===== src/rtl/fetch_pc_unit.sv =====
// rtl/fetch_pc_unit.sv - two-state fetch/present PC unit feeding a single-issue decode stage
// Holds one fetched instruction until consumed, then redirects the PC by jr/jump/branch/sequential.
module fetch_pc_unit #(
  parameter logic [31:0] RESET_PC = 32'h0000_0000
) (
  input  logic        clk,
  input  logic        rst,
  input  logic        stall,
  input  logic        jump_en,
  input  logic [27:0] jump_target,
  input  logic        branch_en,
  input  logic [31:0] branch_offset,
  input  logic        jr_en,
  input  logic [31:0] jr_addr,
  output logic        imem_req,
  output logic [31:0] imem_addr,
  input  logic        imem_ack,
  input  logic [31:0] imem_rdata,
  output logic [31:0] instr,
  output logic [31:0] instr_pc,
  output logic [31:0] pc_plus4,
  output logic        instr_valid,
  output logic        misalign
);

  typedef enum logic {
    FETCH   = 1'b0,
    PRESENT = 1'b1
  } state_t;

  state_t      state;
  logic [31:0] pc;
  logic        req_q;
  logic        consume;
  logic        jr_misaligned;
  logic [31:0] next_pc;

  assign consume       = (state == PRESENT) && !stall;
  assign jr_misaligned = jr_en && (jr_addr[1:0] != 2'b00);

  always_comb begin
    next_pc = pc_plus4;
    if (jr_en) begin
      next_pc = {jr_addr[31:2], 2'b00};
    end else if (jump_en) begin
      next_pc = {pc_plus4[31:28], jump_target};
    end else if (branch_en) begin
      next_pc = pc_plus4 + branch_offset;
    end
  end

  always_ff @(posedge clk) begin
    if (rst) begin
      state       <= FETCH;
      pc          <= RESET_PC;
      req_q       <= 1'b1;
      instr       <= 32'h0000_0000;
      instr_pc    <= 32'h0000_0000;
      pc_plus4    <= 32'h0000_0000;
      instr_valid <= 1'b0;
      misalign    <= 1'b0;
    end else begin
      misalign <= 1'b0;
      case (state)
        FETCH: begin
          if (imem_ack) begin
            instr       <= imem_rdata;
            instr_pc    <= pc;
            pc_plus4    <= pc + 32'd4;
            instr_valid <= 1'b1;
            req_q       <= 1'b0;
            state       <= PRESENT;
          end
        end
        PRESENT: begin
          // Late acks are dropped here; only a consume moves the unit on.
          if (consume) begin
            pc          <= next_pc;
            instr_valid <= 1'b0;
            req_q       <= 1'b1;
            misalign    <= jr_misaligned;
            state       <= FETCH;
          end
        end
        default: state <= FETCH;
      endcase
    end
  end

  // Gate with rst so no request escapes during the reset cycle itself.
  assign imem_req  = req_q & ~rst;
  assign imem_addr = pc;

endmodule

===== config.mk =====
export PLATFORM = sky130hd
export DESIGN_NAME = fetch_pc_unit
export DESIGN_NICKNAME = d
export VERILOG_FILES = /design/src/rtl/fetch_pc_unit.sv
export SDC_FILE = /design/constraint.sdc
export NUM_CORES = 1
export LEC_CHECK = 0
export ABC_CLOCK_PERIOD_IN_PS = 2700
export CORE_MARGIN = 5
export CORE_UTILIZATION = 42
export CTS_CLUSTER_DIAMETER = 120
export DETAILED_ROUTE_END_ITERATION = 8
export PLACE_DENSITY = 0.88
export SYNTH_ARGS = -nofsm -noshare
export SYNTH_HDL_FRONTEND = slang
export SYNTH_SLANG_ARGS = --single-unit

===== constraint.sdc =====
create_clock -name clk -period 2.7 [get_ports clk]
set_input_delay 0.54 -clock clk [delete_from_list [all_inputs] [get_ports clk]]
set_output_delay 0.54 -clock clk [all_outputs]
set_load 0.005 [all_outputs]

* Word-level counts from Yosys, hierarchy flattened
Cells that the tools add are included.
** Storage, ports and cells
- Register bits after elaboration :: 132
- Input port bits :: 131
- Output and inout port bits :: 131
- Word-level logic and storage cells :: 36
** Operators by class
- Add/subtract/negate cells :: 2
- Eq/ne operators :: 2
- Multiplexer cells :: 12
- Bitwise operators :: 4
- Reductions and logical operators :: 8
** Operators by type and width (number)
- two-way mux 32 bit :: 3
- adder 32 x 3 -> 32 bit (second input constant) :: 1
- adder 32 bit :: 1
- two-way mux 1 bit :: 6
- case mux 1 bit (2 select lines) :: 3
- AND reduction 2 bit :: 3
- inverter 1 bit :: 3
- OR reduction 3 bit :: 1
- logical AND 1 bit :: 2
- != test 2 x 1 -> 1 bit (second input constant) :: 1
- != test 2 bit (second input constant) :: 1
- nonzero test 2 bit :: 1
- bitwise AND 1 bit :: 1
- zero test 1 bit :: 1

* Longest topological paths before layout
Gate-level depths: netlist of run 1.
- Depth in word-level cells :: 4
- Gate-level depth with buffers :: 12

* Least setup slack after synthesis of run 1
OpenSTA, ideal clock, no wires.
- Kind :: in2reg
- Start :: input branch_offset[0]
- End :: register pc[28] (netlist: imem_addr[28])
- Library setup time :: 86 ps
- Arrival :: 2718 ps
- Required time :: 2614 ps
- Path slack :: -104 ps
- Cell stages on the path :: 12
- Cell sequence :: ha_1 inv_1 fa_1 nor2b_4 o211ai_2 a311o_1 a211oi_2 nor2_1 o31ai_1 a21oi_1 xor2_1 a221oi_2
** Between the ends
- Cells in the longest elaborated chain, start to end :: 4
** Ends and longest elaborated chain
- start: declaration :: RTL line 12 : input logic [31:0] branch_offset,
- adder 32 bit :: RTL line 48 : next_pc = pc_plus4 + branch_offset;
- two-way mux 32 bit :: RTL line 47 : end else if (branch_en) begin
- two-way mux 32 bit :: RTL line 45 : end else if (jump_en) begin
- two-way mux 32 bit :: RTL line 43 : if (jr_en) begin
- end signal: assignment :: RTL line 78 : pc <= next_pc;
- end: declaration :: RTL line 32 : logic [31:0] pc;
No other way between the ends.
A chain may end at the register's enable or synchronous reset.

==> impl_metrics.toml, run 1 <==
[status]
status = "finished, violations left"
violations = "negative setup slack"

[worst_hold_path]
hold_path_depth = 2
hold_end = "instr_pc[19]"
hp-start = "instr_pc[19]"
hold_class = "register to register"

[timing]
fin_skew_ns = 0.00863
worst_slack_ns = -0.0605
hold_ws_ns = 0.451
hold_violations = 0
finalSetupViolCount = 4
fmax_ghz = 0.362
max_slew_margin_pct = 62.1
fin_crit_sh_pct = 102
slew_viol_final = 0
min_period_ns = 2.76
rsz0062_at_grt = "yes"
worst_pin_slew_ns = 0.567

[placement]
routabilityCongestion = 0.947
pre_cts_slack_ns = -0.922
portBuffers = 261
place_area_sq_mm = 0.0112
dp_hpwl_um = 22300
dp_cells = 1538

[grt]
antenna_found_initial = 2
grt_max_degree = 101
overflow = 0
grt_pass1_vias = 8618
grt_usage_pct = 28.3
grt_pass1_wl_um = 46100

[detailed_routing]
route.antenna.remaining_nets = 0
drtIter0Drc = 897
m1WireLength_um = 11800
drtPass1Iterations = 5
dr_wl_met2_um = 14500
dr_wl_met3_um = 3520
highest_layer = "met5"
drc = 0
avgViaCountPerCell = 5.73
routed_wl_um = 31200
routedWlPerCell_um = 19.7
num_vias = 9079

[layout]
final_cell_area_sq_mm = 0.0123
drive_above_1_share_pct = 19.1
multi_input_area_sq_mm = 0.00499
fin_nets = 1505
utilization_pct = 69.4
fillers = 1276
seq_area_sq_mm = 0.00261
syn2layout_area_growth_pct = 63.8
fin_cells = 1584

[worst_setup_path]
worstPathMaxFanout = 3
rr_startpoint = "instr_pc[0]"
r2r-end = "imem_addr[26]"
end_kind = "register"
reg2reg_depth = 12
crit_required_ns = 3.01
ff2ff_setup_slack_ns = -0.06
crit_arrival_ns = 3.07
crit_path_start_kind = "register"
path_class = "register to register"

[power]
ir_drop_v = 0.000390
p_per_area_mw_per_mm2 = 489
p_leak_uw = 0.00487

[yosys]
synth_area_leader_cell = "dfxtp_1"
ys_top_cells_by_area = "dfxtp_1 (35%), nand2_1 (9.0%), a21oi_1 (7.8%)"
synth-seq-area-share_pct = 34.6
avgSynthCellArea_sq_um = 7.68
synthArstFlopShare_pct = 0
synth_edf_count = 0
synth_cell_type_count = 70
synth_top_area_share_pct = 34.6
synth_fp_nets = 1145
netlist_area_sq_mm = 0.00753
syn_inst = 981
synth_flop_cell = "dfxtp_1"
ys_seq_elements = 130
yosys_warnings = 0

[die]
initial_core_util_pct = 42.4
dieWidth_um = 144
die_h_um = 144
coreArea_sq_mm = 0.0178
io_pins = 262
die_area_sq_mm = 0.0207
fp-row-count = 49

[clock_network]
cts_tree = "built"
cts.sinks = 130
cts.clk_slew.worst_paths_ns = 0.05
cts_root_buf = "clkbuf_16"
cts_buffer_depth = 2
postCtsHoldBufs = 0
clkLatencyLatePin_ns = 0.42
cts_buffers = 17
htree_levels = 4

[run]
cap_violations = 0
==> per-stage QoR <==
step / power, uW / setup TNS (ns)
after floorplan: 2830 / 0
after global placement: 3610 / -15.41
after detailed placement: 3640 / -17.13
after CTS: 5920 / -0.569
after global routing: 6270 / -0.672
final: 6030 / -0.0835
==> placed cells by master, fill, tap and decap left out, drive strengths merged, types with 7 or more instances in the layout <==
cell / netlist / final
clkdlybuf4s50: 0 / 245
nand2: 181 / 181
buf: 22 / 153
dfxtp: 130 / 130
a21oi: 118 / 118
nor2: 88 / 88
a211oi: 42 / 42
o21ai: 40 / 40
ha: 32 / 32
xor2: 27 / 27
clkbuf: 50 / 23
xnor2: 22 / 22
nor3: 22 / 22
nand3: 20 / 20
a21o: 17 / 17
mux2i: 16 / 16
and3: 14 / 14
inv: 14 / 14
nand4: 12 / 12
dlymetal6s2s: 0 / 11
o211ai: 10 / 10
or3: 9 / 9
a31oi: 7 / 7
==> sequential cells by signal (all words and copies together) (netlist names) <==
register and count:
imem_addr 32, instr 32, instr_pc 32, instr_valid 1, misalign 1, pc_plus4 30, req_q 1, state 1
==> final cells by class <==
| cell class | count | area share [%] |
|---|---|---|
| diodes | 1 | 0.0203 |
| clock buffers | 22 | 3.68 |
| clock inverters | 10 | 0.892 |
| inverters | 16 | 0.487 |
| multi-input cells | 763 | 40.4 |
| flip-flops and latches | 130 | 21.1 |
| well taps | 229 | 2.32 |
| repair buffers | 413 | 31.1 |
==> how the worst max path moves through the flow <==
stage,from,to,cells after the start
after CTS,instr_pc[0],imem_addr[28],12
after detailed placement,branch_offset[0],imem_addr[28],13
final,instr_pc[0],imem_addr[26],12
after global placement,branch_offset[0],imem_addr[28],13
after floorplan,branch_offset[0],imem_addr[28],12
after global routing,instr_pc[0],imem_addr[26],12
==> report_power, final <==
part	internal, uW	leakage (uW)	switching, uW
logic	871	0.00354	790
clock network	1370	0.000266	868
registers	2020	0.00106	102
total	4270	0.00487	1760
==> layer usage <==
layer	vias up	GRT usage [%]
li1	4187	-
met1	4202	35.9
met2	574	44.5
met3	114	8.42
met4	2	12.8
met5	-	0
==> critical path, cell delays in order (launching register included) <==
cell       delay [ns]
dfxtp_4          0.36
ha_4             0.14
inv_2            0.04
fa_2             0.37
nor2b_4          0.17
o211ai_4         0.12
a311o_1          0.33
a211oi_4         0.31
o21bai_1         0.13
a21boi_2         0.19
buf_4            0.14
xnor2_1          0.07
a2111oi_2        0.29
==> logic make-up after synthesis <==
family,count (synthesis),synth area share [%]
simple gates,375,21.9
compound gates,288,24.4
buf+inv,88,5.37
mux,18,2.43
fa+ha+maj,33,5.58
flops,130,34.6
xor+xnor,49,5.70
==> repair_timing <==
action	in CTS	in global routing
setup buffers	5	9
setup endpoints to repair	26	26
pin swaps	22	43
endpoints found under the hold margin	0	0
resized for setup	34	70
==> cells in the mapped netlist (5+ instances only) <==
| cell type | count |
|---|---|
| nor2b_1 | 5 |
| a311oi_1 | 6 |
| xor2_1 | 27 |
| mux2i_1 | 16 |
| and3_1 | 13 |
| clkbuf_1 | 48 |
| nand3_1 | 20 |
| dfxtp_1 | 130 |
| xnor2_1 | 22 |
| o22ai_1 | 5 |
| a211o_1 | 5 |
| nor3_1 | 21 |
| o211ai_1 | 9 |
| a31oi_1 | 7 |
| nor2_1 | 88 |
| or3_1 | 9 |
| ha_1 | 32 |
| nand2_1 | 181 |
| o21ai_0 | 38 |
| buf_1 | 8 |
| buf_4 | 8 |
| a21oi_1 | 118 |
| a21o_1 | 16 |
| a211oi_1 | 41 |
| nand4_1 | 12 |
| inv_1 | 14 |
No activity file was read; power rests on OpenSTA's default activity.
==> run 2, diff against run 1 <==
Settings changed: CORE_MARGIN 5 to 3.
==> run 2 against run 1 <==
The flow still finishes with violations (negative setup slack); non-clock buffer count fell by 8; worst hold slack barely moved; via count fell by 0.15%; largest power group unchanged.
==> impl_metrics.toml, run 2 (synthesized netlist as in run 1, its figures left out) <==
[timing]
setup_tns_ns = -0.274
fmax_ghz = 0.356
max_slew_margin_pct = 47.9
worst_slack_ns = -0.109
hold_violations = 0
worst_pin_slew_ns = 0.782
min_period_ns = 2.81
rsz0062_at_grt = "yes"
fin_crit_sh_pct = 104
fin_skew_ns = 0.00674
slew_viol_final = 0
finalSetupViolCount = 5

[power]
p_leak_uw = 0.00477
p_comb_share_pct = 26.6
ir_drop_v = 0.000515
switching_power_uw = 1740
swShare_pct = 28.4
intPower_uw = 4390
p_per_area_mw_per_mm2 = 504
seq_power_share_pct = 34.6
p_clk_share_pct = 38.8

[detailed_routing]
drtPass1Iterations = 7
drtIter0Drc = 717
route.antenna.remaining_nets = 0
avgViaCountPerCell = 5.77
num_vias = 9065
routed_wl_um = 30700
drc = 0
routedWlPerCell_um = 19.6

[placement]
dp_hpwl_um = 22200
portBuffers = 261
routabilityCongestion = 0.953
pre_cts_slack_ns = -0.889

[clock_network]
postCtsHoldBufs = 0
cts_root_buf = "clkbuf_16"
cts_tree = "built"
cts_buffer_depth = 2
htree_levels = 4
cts.clk_slew.worst_paths_ns = 0.06
cts_buffers = 17
clkLatencyLatePin_ns = 0.42
cts.sinks = 130

[worst_setup_path]
critPathMaxStageDelay_ns = 0.38
crit_required_ns = 3.03
ff2ff_setup_slack_ns = -0.10
crit_top_cell = "a211oi_2"
r2r-end = "imem_addr[22]"
rr_startpoint = "instr_pc[0]"
end_kind = "register"
crit_arrival_ns = 3.14
cp-endpoint = "imem_addr[22]"
cp.depth = 14
cpMaxStageDelayCell = "fa_2"
path_class = "input pin to register"
crit_path_start_kind = "input pin"
worstPathMaxFanout = 3
cp_cell_sequence = "dlygate4sd2_1 > ha_4 > inv_2 > fa_2 > nor2b_4 > o211ai_4 > a311o_1 > a211oi_2 > nor2_2 > buf_4 > xor2_1 > nor2_1 > o221ai_2 > a211oi_2"
crit_buf_inv = 3
critPathLaunch = "branch_offset[0]"
reg2reg_depth = 13
cpLargestDelayFamily = "compound AO/OA/AOI/OAI gates"

[layout]
final_common_cell = "clkdlybuf4s50_1"
utilization_pct = 69.8
fillers = 1274
syn2layout_area_growth_pct = 61.5
fin_nets = 1497
diodes = 0
seq_area_sq_mm = 0.00261
multi_input_area_sq_mm = 0.00486
drive_above_1_share_pct = 18.1
layout_common_cells = "clkdlybuf4s50_1 (250), nand2_1 (179), buf_4 (140)"

[grt]
overflow = 0
antenna_found_initial = 1
grt_pass1_wl_um = 46300
grt_max_degree = 68
grt_pass1_vias = 8703
grt_usage_pct = 29.5

[status]
violations = "negative setup slack"
status = "finished, violations left"

[die]
coreArea_sq_mm = 0.0174
io_pins = 262
dieWidth_um = 140
die_h_um = 140
die_area_sq_mm = 0.0196
initial_core_util_pct = 43.2
fp-row-count = 48

[run]
cap_violations = 0

[worst_hold_path]
hold_class = "register to register"
==> run 2: cell types whose count changed in the layout (fill, tap and decap cells not counted), moves of 3 or more <==
cell / before / now
dlymetal6s2s_1: 11 / 2
buf_4: 147 / 140
dlygate4sd2_1: 0 / 7
clkdlybuf4s50_1: 245 / 250
o21ai_0: 30 / 34
o21ai_1: 10 / 6
clkbuf_1: 4 / 1
==> run 2: final cells by class <==
class                   count  share of cell area [%]
clock inverters            10                    1.09
well taps                 225                    2.31
clock buffers              21                    3.87
flip-flops and latches    130                    21.4
inverters                  16                   0.494
repair buffers            405                    30.8
multi-input cells         763                    40.0
==> run 2: how the worst min path moves through the flow <==
stage / start / end / slack [ns] / depth (start not counted)
detailed placement: req_q / req_q / 0.44 / 1
global route: instr_pc[4] / instr_pc[4] / 0.47 / 2
floorplan: req_q / req_q / 0.43 / 1
finish: instr[25] / instr[25] / 0.45 / 2
CTS: instr[9] / instr[9] / 0.45 / 2
global placement: req_q / req_q / 0.43 / 1
==> run 2: per-stage QoR <==
step,power [uW],std cells,hold slack [ns],instance area (sq um)
detailed placement,3650,1531,0.443,11200
CTS,6060,1564,0.453,12000
global route,6340,1570,0.470,12200
global placement,3610,1531,0.434,11200
finish,6130,1570,0.451,12200
floorplan,2830,981,0.428,7540
==> run 2: timing repair <==
item / 4_1_cts / 5_1_grt
buffers inserted: 2 / 6
resized for setup: 45 / 27
setup endpoints to repair: 26 / 25
gates cloned: 0 / 0
pin swaps: 32 / 23
==> run 2: metal layers <==
layer / global-route usage (%) / vias to the layer above / routed length, um
met5: 0 / - / 20
met4: 11.3 / 2 / 972
met3: 10.3 / 97 / 3480
met2: 47.7 / 586 / 14300
met1: 36.3 / 4202 / 12000
li1: - / 4178 / -
==> run 2: power groups by stage <==
| stage | logic (uW) | registers, uW | clock network [uW] |
|---|---|---|---|
| floorplan | 684 | 2150 | 0 |
| global placement | 1470 | 2140 | 0 |
| detailed placement | 1500 | 2150 | 0 |
| CTS | 1560 | 2110 | 2390 |
| global route | 1740 | 2130 | 2470 |
| finish | 1630 | 2120 | 2380 |
==> run 2: tightest hold or removal path, cell delays in order (launching register included) <==
cell     delay, ns
dfxtp_1       0.30
nand2_1       0.05
a21oi_1       0.05
==> run 3, diff against run 2 <==
Settings changed: CORE_MARGIN 3 to not set.
==> run 3 against run 2 <==
The run ends with design-rule violations, negative setup slack left; wire length rose by 2.2%; via count rose by 1.6%; flip-flop and latch count did not move; global-route usage rose by 2.2 points; die area fell by 5.6%; sequential power barely moved; clock-buffer cell count did not move; largest power group unchanged.
==> impl_metrics.toml, run 3 (synthesized netlist as in run 1, its figures left out) <==
[die]
die_h_um = 136
die_area_sq_mm = 0.0185
initial_core_util_pct = 43.2
io_pins = 262
fp-row-count = 48
dieWidth_um = 136
coreArea_sq_mm = 0.0174

[layout]
fillers = 1245
syn2layout_area_growth_pct = 63.1
fin_nets = 1504
seq_area_sq_mm = 0.00261
final_common_cell = "clkdlybuf4s50_1"
utilization_pct = 70.5
drive_above_1_share_pct = 19.7
layout_common_cells = "clkdlybuf4s50_1 (246), nand2_1 (179), buf_4 (147)"
multi_input_area_sq_mm = 0.00497

[timing]
rsz0062_at_grt = "yes"
hold_violations = 0
fin_skew_ns = 0.0110
slew_viol_final = 0
min_period_ns = 2.92
finalSetupViolCount = 13
worst_pin_slew_ns = 0.579
max_slew_margin_pct = 61.4
worst_slack_ns = -0.220
fin_crit_sh_pct = 108
fmax_ghz = 0.343

[clock_network]
cts.sinks = 130
cts.clk_slew.worst_paths_ns = 0.06
clkLatencyLatePin_ns = 0.43
cts_root_buf = "clkbuf_16"
cts_buffers = 17
cts_buffer_depth = 2
cts_tree = "built"
htree_levels = 4

[grt]
antenna_found_initial = 1
grt_pass1_vias = 8585
grt_max_degree = 75
grt_pass1_wl_um = 44900
grt_usage_pct = 31.7
overflow = 0

[detailed_routing]
drtPass1Iterations = 7
drtIter0Drc = 813
avgViaCountPerCell = 5.83
num_vias = 9211
route.antenna.remaining_nets = 0
drc = 2
routed_wl_um = 31400
routedWlPerCell_um = 19.9

[power]
seq_power_share_pct = 35.5
intPower_uw = 4160
ir_drop_v = 0.000385
p_comb_share_pct = 27.9
p_clk_share_pct = 36.6
p_leak_uw = 0.00489
p_per_area_mw_per_mm2 = 487
switching_power_uw = 1820
swShare_pct = 30.4

[placement]
routabilityCongestion = 0.935
dp_hpwl_um = 22000
pre_cts_slack_ns = -0.887
portBuffers = 261

[worst_setup_path]
end_kind = "register"
crit_arrival_ns = 3.26
crit_required_ns = 3.04
path_class = "register to register"
worstPathMaxFanout = 2
crit_path_start_kind = "register"

[status]
violations = "design-rule violations, negative setup slack"
status = "finished, violations left"

[run]
cap_violations = 0

[worst_hold_path]
hold_class = "input pin to register"
[run 3: changes by cell type in the layout (fill, tap and decap cells not counted), sizes merged]
cell	delta
clkdlybuf4s15	-1
clkbuf	+1
dlymetal6s2s	+10
clkdlybuf4s50	-4
clkinvlp	-1
inv	+2
dlygate4sd2	-6
diode	+1
buf	+7
clkinv	+3
bufinv	-3
[run 3: final cells by class]
type	count	share of cell area (%)
clock buffers	21	3.91
repair buffers	412	31.0
inverters	16	0.489
multi-input cells	763	40.5
flip-flops and latches	130	21.2
diodes	1	0.0204
well taps	225	2.29
clock inverters	11	0.642
[run 3: repair_timing]
action | 4_1_cts | 5_1_grt
setup buffers | 2 | 12
pin swaps | 25 | 41
resized for setup | 29 | 71
hold buffers | 0 | 0
setup endpoints to repair | 25 | 26
[run 3: routing by layer]
metal	global-route usage (%)	vias to the layer above	share of wire, %	wire length (um)
met5	0	-	0	0
met3	9.17	117	12	3640
li1	-	4184	-	-
met4	13.8	0	4.1	1290
met2	50.5	620	47	14600
met1	39.6	4290	38	11900
[run 3: critical path, cell delays in order, from the launching register on]
cell and delay (ns):
dfxtp_2 0.35, ha_4 0.14, inv_2 0.04, fa_2 0.43, nor2b_4 0.19, o211ai_4 0.10
a311o_1 0.31, a211oi_2 0.31, nor2_1 0.11, o31ai_1 0.28, a21oi_1 0.13, xor2_1 0.18
a221oi_2 0.24
[run 3: path summary, 6_finish.rpt]
| check | from | endpoint | slack (ns) | cells after the start |
|---|---|---|---|---|
| worst min register to register | instr[24] | instr[24] | 0.45 | 2 |
| worst max-delay path | instr_pc[0] | imem_addr[28] | -0.22 | 12 |
| worst max register to register | instr_pc[0] | imem_addr[28] | -0.22 | 12 |
| worst min-delay path | rst | imem_addr[21] | 0.35 | 2 |
[run 3: through the flow]
stage | setup TNS [ns] | instance area, sq um | hold WS [ns] | instances | total power [uW]
6_report | -1.04 | 12300 | 0.350 | 1579 | 5980
3_3_place_gp | -14.52 | 11200 | 0.437 | 1533 | 3600
2_1_floorplan | 0 | 7540 | 0.428 | 981 | 2830
5_1_grt | -2.03 | 12300 | 0.343 | 1578 | 6190
3_5_place_dp | -15.59 | 11200 | 0.446 | 1533 | 3640
4_1_cts | -0.388 | 11800 | 0.334 | 1567 | 5840
[run 3: power by group through the flow]
stage / clock network, uW / registers (uW) / logic [uW]
after floorplan: 0 / 2150 / 684
after global placement: 0 / 2150 / 1460
after detailed placement: 0 / 2150 / 1490
after CTS: 2200 / 2110 / 1530
after global routing: 2290 / 2130 / 1770
final: 2190 / 2130 / 1670
